===== src/rtl/btn_debouncer.sv =====
// Multi-channel push-button debouncer sampled on divided_clk rising edges, with press pulses and key encoding.
// Optional auto-repeat of held buttons is enabled by defining BTN_AUTO_REPEAT_EN.
module btn_debouncer_lane #(
  parameter int STABLE_TICKS = 3,
  parameter int REPEAT_TICKS = 10
) (
  input  logic clk_in,
  input  logic rst,
  input  logic tick_i,
  input  logic btn_i,
  output logic level_o,
  output logic press_o
);
  localparam logic [3:0] CNT_MAX = 4'(STABLE_TICKS - 1);

  if (STABLE_TICKS < 1 || STABLE_TICKS > 15 || REPEAT_TICKS < 1 || REPEAT_TICKS > 255) begin : g_bad_cfg
    $error("btn_debouncer: STABLE_TICKS or REPEAT_TICKS out of range");
  end

  logic       s1_q, s2_q;
  logic [3:0] cnt_q, cnt_d;
  logic       level_q, level_d;
  logic       press_q, press_d;
  logic       flip;

  // A tick that agrees with the current level restarts qualification.
  always_comb begin
    cnt_d   = cnt_q;
    level_d = level_q;
    flip    = 1'b0;
    if (tick_i) begin
      if (s2_q == level_q) begin
        cnt_d = '0;
      end else if (cnt_q == CNT_MAX) begin
        cnt_d   = '0;
        level_d = ~level_q;
        flip    = 1'b1;
      end else begin
        cnt_d = cnt_q + 4'd1;
      end
    end
  end

`ifdef BTN_AUTO_REPEAT_EN
  localparam logic [7:0] RPT_MAX = 8'(REPEAT_TICKS - 1);
  logic [7:0] rpt_q, rpt_d;
  logic       rpt_fire;

  always_comb begin
    rpt_d    = rpt_q;
    rpt_fire = 1'b0;
    if (!level_q || flip) begin
      rpt_d = '0;
    end else if (tick_i) begin
      if (rpt_q == RPT_MAX) begin
        rpt_d    = '0;
        rpt_fire = 1'b1;
      end else begin
        rpt_d = rpt_q + 8'd1;
      end
    end
  end

  always_ff @(posedge clk_in) begin
    if (rst) rpt_q <= '0;
    else     rpt_q <= rpt_d;
  end

  assign press_d = (flip & ~level_q) | rpt_fire;
`else
  assign press_d = flip & ~level_q;
`endif

  always_ff @(posedge clk_in) begin
    if (rst) begin
      s1_q    <= 1'b0;
      s2_q    <= 1'b0;
      cnt_q   <= '0;
      level_q <= 1'b0;
      press_q <= 1'b0;
    end else begin
      s1_q    <= btn_i;
      s2_q    <= s1_q;
      cnt_q   <= cnt_d;
      level_q <= level_d;
      press_q <= press_d;
    end
  end

  assign level_o = level_q;
  assign press_o = press_q;
endmodule

module btn_debouncer #(
  parameter int NUM_BTN      = 4,
  parameter int STABLE_TICKS = 3,
  parameter int REPEAT_TICKS = 10
) (
  input  logic               clk_in,
  input  logic               rst,
  input  logic               divided_clk,
  input  logic [NUM_BTN-1:0] btn_in,
  output logic [NUM_BTN-1:0] btn_level,
  output logic [NUM_BTN-1:0] btn_press,
  output logic [3:0]         key_code,
  output logic               key_valid
);
  logic div_q;
  logic tick;

  // div_q resets high so a divided_clk already high at reset release is not a tick.
  always_ff @(posedge clk_in) begin
    if (rst) div_q <= 1'b1;
    else     div_q <= divided_clk;
  end

  assign tick = divided_clk & ~div_q;

  for (genvar i = 0; i < NUM_BTN; i++) begin : g_lane
    btn_debouncer_lane #(
      .STABLE_TICKS(STABLE_TICKS),
      .REPEAT_TICKS(REPEAT_TICKS)
    ) u_lane (
      .clk_in (clk_in),
      .rst    (rst),
      .tick_i (tick),
      .btn_i  (btn_in[i]),
      .level_o(btn_level[i]),
      .press_o(btn_press[i])
    );
  end

  always_comb begin
    key_code = '0;
    for (int i = NUM_BTN - 1; i >= 0; i--) begin
      if (btn_press[i]) key_code = 4'(i);
    end
  end

  assign key_valid = |btn_press;
endmodule


===== config.mk =====
export PLATFORM = sky130hd
export DESIGN_NAME = btn_debouncer
export DESIGN_NICKNAME = d
export VERILOG_FILES = /design/src/rtl/btn_debouncer.sv
export SDC_FILE = /design/constraint.sdc
export NUM_CORES = 1
export LEC_CHECK = 0
export CAP_MARGIN = 25
export CORE_MARGIN = 1
export CORE_UTILIZATION = 49
export DETAILED_ROUTE_END_ITERATION = 7
export GPL_TIMING_DRIVEN = 0
export PLACE_DENSITY = 0.74
export SLEW_MARGIN = 0
export SYNTH_ARGS = -nofsm -noshare
export SYNTH_HDL_FRONTEND = slang
export SYNTH_SLANG_ARGS = --single-unit

===== constraint.sdc =====
create_clock -name clk_in -period 1.3 [get_ports clk_in]
set_input_delay 0.195 -clock clk_in [delete_from_list [all_inputs] [get_ports clk_in]]
set_output_delay 0.195 -clock clk_in [all_outputs]
set_load 0.05 [all_outputs]

==> results.md <==
Synthesis:
- In this run, synthesis inferred 0 flip-flops with an integrated enable.
- The combinational family with the most area after synthesis is simple AND/OR/NAND/NOR gates.
- The synthesized-area fraction occupied by xor and xnor cells is 2.198%.
- The number of different library cells in the post-synthesis netlist is 31.
- After synthesis, the share of flip-flops with an asynchronous set or reset is 0%.
- The area of the mapped netlist is 1594 um2.
- The area fraction in compound gates after synthesis is 9.890%.
- The top cell type's share of synthesized area is 41.44%.
- The synthesized design contains 33 register bits.
- The part of the Yosys area used for sequential elements is 41.44%.
- The simple-gate area share of the yosys netlist is 28.26%.
- Of the total synthesized cell area, the portion taken by full adders, half adders and majority gates is 6.279%.
- A synthesized cell averages 8.616 um2.
- The most used flip-flop cell after synthesis is sky130_fd_sc_hd__dfxtp_1.
- The number of standard cells after synthesis is 185.
- The mux share of post-synthesis cell area is 0%.
- During synthesis, Yosys emitted a total of 0 warnings.
- Sorting the synthesized cells by area gives the leading types as sky130_fd_sc_hd__dfxtp_1 (41%), sky130_fd_sc_hd__ha_1 (6.3%), sky130_fd_sc_hd__a21oi_1 (5.0%).
- The synthesized design spends more area on one cell type than any other, namely sky130_fd_sc_hd__dfxtp_1.

Critical path:
- The worst register-to-register path has a depth of 5.
- Data on the critical path arrives at its endpoint at 1.75 ns.
- In this run the register-to-register setup slack is -0.18 ns.
- The largest individual stage delay along the critical path comes from the cell sky130_fd_sc_hd__or3b_4.
- STA classifies the critical path startpoint as a flop.
- The critical path goes through inv_4, ha_4, or3b_4, or3_4, a21oi_2.
- The critical-path maximum fanout is 3.
- The largest single stage delay on the critical path is 0.40 ns.
- The worst register-to-register path begins at g_lane[2].u_lane.cnt_q[0].
- The worst register-to-register path ends at g_lane[2].u_lane.level_o.
- The endpoint required time on the critical path is 1.57 ns.
- The most critical setup path has its startpoint at g_lane[2].u_lane.cnt_q[0].
- The kind of end point of the critical path is a flop.
- The setup path with the least slack is of type reg -> reg.

Power:
- IR analysis of the VDD net gives a maximum drop of 0.7036 mV.
- In this run the static leakage power is 0.8574 nW.
- The power density over the cells is 764.0 nW/um2.

Placement:
- At the end of routability-driven placement, the weighted congestion stood at 0.7360.
- The area of placed instances is 1836 um2.
- The count of buffers inserted at the top-level ports is 17.
- The final HPWL from detailed placement is 2.413 mm.
- The worst slack after detailed placement is -0.5731 ns.

Status:
- The checks that failed: negative setup slack.
- The flow ran to the end, but the final reports show violations.

STA:
- The worst-case headroom to the max-slew limit is 63.35%.
- For the pin with the worst max-slew slack, the measured transition is 0.5498 ns.
- Setup violations remaining at the end of the flow were counted as 22.
- The count of endpoints failing hold in the final timing report was 0.
- The maximum achievable frequency is 675.9 MHz.
- The post-route setup TNS is -1.393 ns.
- Setup slack on the critical path of the routed design comes to -0.1795 ns.
- The final-report max-slew violation count is 0.
- Hold timing on the final database bottoms out at a slack of 0.2072 ns.
- The minimum clock period is 1.479 ns.
- The worst clock skew is 0.009581 ns.
- In the finished design, the share of the clock period the worst path needs comes to 113.8%.
- Setup repair after global routing could not meet its margin everywhere.

Clocking:
- For the worst-skew pair, the clock arrives at the later sink with an insertion delay of 0.34 ns.
- The count of clock tree sinks is 33.
- The hold buffer count at CTS is 0.
- The clock tree from TritonCTS is yes.
- The H-tree depth is 2.
- The CTS clock-pin slew for the worst setup and hold paths is 0.10 ns.
- The number of buffers inserted during clock tree synthesis is 5.
- The cell sitting at the root of the clock tree is a sky130_fd_sc_hd__clkbuf_4.
- The worst-case clock buffer depth is 2.

GRT:
- Entering global routing, the biggest net connects 11 pins.
- The number of antenna violations at the first check in global routing came to 0.
- After global routing the overflow that remains totals 0.
- The number of global-route vias before repair was 1437.
- The global router's overall resource usage is 24.33%.
- The first global-routing pass estimated 6.189 mm of wire.

Die:
- The die boundary width is 59.04 um.
- The number of top-level pins is 20.
- The initial core utilization is 51.79%.
- The core outline area is 3078 um2.
- The number of rows in the core area is 20.
- The die footprint is 3485 um2.
- The die span in y is 59.04 um.

Min path:
- The number of cells on the worst hold path is 2.
- The worst hold path begins at divided_clk.
- In this run the worst hold path is classified as in -> reg.
- For hold timing, the worst endpoint is div_q.

Final layout:
- The layout filler cell count is 234.
- The fraction of layout cells with a size suffix above 1 is 46.22%.
- The area growth from synthesis to layout is 40.27%.
- Once layout is done, the placed cells without fillers occupy 2236 um2.
- The final layout net count is 239.
- The number of antenna diodes in the final layout is 0.
- The core utilization of the finished layout is 72.64%.

Job:
- Across the run, the number of max-cap violations was 0.

Drt:
- The via density per instance is 5.383.
- The routed layout has 1448 vias.
- The iteration-0 DRC count of the detailed router is 44.
- The remaining routing DRC violations is 0.
- In the final routed layout, each cell accounts on average for 14.99 um.
- Once detail routing completed, the nets flagged for antenna violations numbered 0.
- The total detailed-routing wirelength is 4.031 mm.
- The iteration count of the initial detailed-routing pass is 4.
-- flip-flops by register name, indices dropped and copies added, names as in the netlist --
register / cells
g_lane.u_lane.cnt_q: 16
g_lane.u_lane.level_o: 4
g_lane.u_lane.press_o: 4
g_lane.u_lane.s1_q: 4
g_lane.u_lane.s2_q: 4
div_q: 1
-- synth_stat cells, types with 4 or more instances --
library cell	n
sky130_fd_sc_hd__a21oi_1	16
sky130_fd_sc_hd__a31oi_1	5
sky130_fd_sc_hd__buf_4	10
sky130_fd_sc_hd__clkbuf_1	5
sky130_fd_sc_hd__dfxtp_1	33
sky130_fd_sc_hd__ha_1	8
sky130_fd_sc_hd__inv_1	15
sky130_fd_sc_hd__nand2_1	17
sky130_fd_sc_hd__nand3_1	8
sky130_fd_sc_hd__nand4_1	8
sky130_fd_sc_hd__nand4b_1	5
sky130_fd_sc_hd__nor2b_1	9
sky130_fd_sc_hd__nor4_1	4
sky130_fd_sc_hd__o21ai_0	4
sky130_fd_sc_hd__or3_1	4
sky130_fd_sc_hd__or3b_1	4
sky130_fd_sc_hd__xor2_1	4
-- placed cells by master, fill, tap and decap left out, drive strengths merged --
master,count
nor3b,1
o32ai,3
nand3b,1
xor2,4
ha,8
clkbuf,13
or3b,4
nand4b,5
nor3,1
or4,3
nor2,3
dfxtp,33
clkdlybuf4s50,5
o21ai,4
a21oi,16
nand2b,2
or2,1
nand3,8
inv,15
nor4,4
and2b,1
a31oi,5
buf,41
nor2b,9
conb,2
nand4,8
or3,4
and4b,3
nand2,17
dlymetal6s2s,1
-- routing by layer --
| layer | track usage [%] | wire length [um] | vias up |
|---|---|---|---|
| met3 | 6.769 | 165 | 5 |
| li1 | - | - | 710 |
| met5 | 0 | 0 | - |
| met1 | 26.13 | 1598 | 693 |
| met2 | 45.13 | 2211 | 40 |
| met4 | 8.844 | 56 | 0 |
-- final cells by class --
type / count / area (um2) / area share, %
multi-input combinational: 117 / 945.9 / 42.31
sequential: 33 / 695.7 / 31.11
timing repair buffer: 35 / 314.1 / 14.05
buffer: 17 / 117.6 / 5.260
inverter: 15 / 58.81 / 2.630
tap: 44 / 55.05 / 2.462
clock buffer: 8 / 48.80 / 2.182
-- how the worst max path moves through the flow --
stage	endpoint	slack (ns)	cells after the start
2_1_floorplan	g_lane[0].u_lane.level_o	-0.14	6
4_1_cts	g_lane[0].u_lane.level_o	-0.20	6
3_5_place_dp	g_lane[0].u_lane.cnt_q[0]	-0.57	4
5_1_grt	g_lane[1].u_lane.level_o	-0.21	5
6_report	g_lane[2].u_lane.level_o	-0.18	5
3_3_place_gp	g_lane[3].u_lane.cnt_q[1]	-0.49	4
-- what timing repair did --
action                                  in CTS  in global routing
setup buffers                               14                  4
resized for setup                           97                 42
pin swaps                                   21                 10
endpoints found under the setup margin      33                 30
-- worst max-delay path, delay by kind of cell (launching register included) --
kind                     cells  cell delay (ns)
AND/OR/NAND/NOR              2             0.74
flip-flops                   1             0.37
adder cells (fa/ha/maj)      1             0.12
AO/OA/AOI/OAI                1             0.12
buffers and inverters        1             0.06
-- power by group --
part           internal [mW]  switching (mW)
registers               1.01         0.00854
clock network          0.215           0.332
logic                 0.0575          0.0818
-- through the flow --
step | power (mW) | cells
CTS | 1.698 | 266
global placement | 1.162 | 247
floorplan | 1.125 | 186
detailed placement | 1.167 | 247
finish | 1.708 | 269
global route | 1.780 | 269
-- cells by family after synthesis --
kind of cell,after synthesis
AOI/OAI and AO/OA,28
xor gates and xnor gates,4
adders and majority gates,8
buffers and inverters,36
DFF,33
other,1
and+or+nand+nor,75
Power figures use the tool's default switching activity.
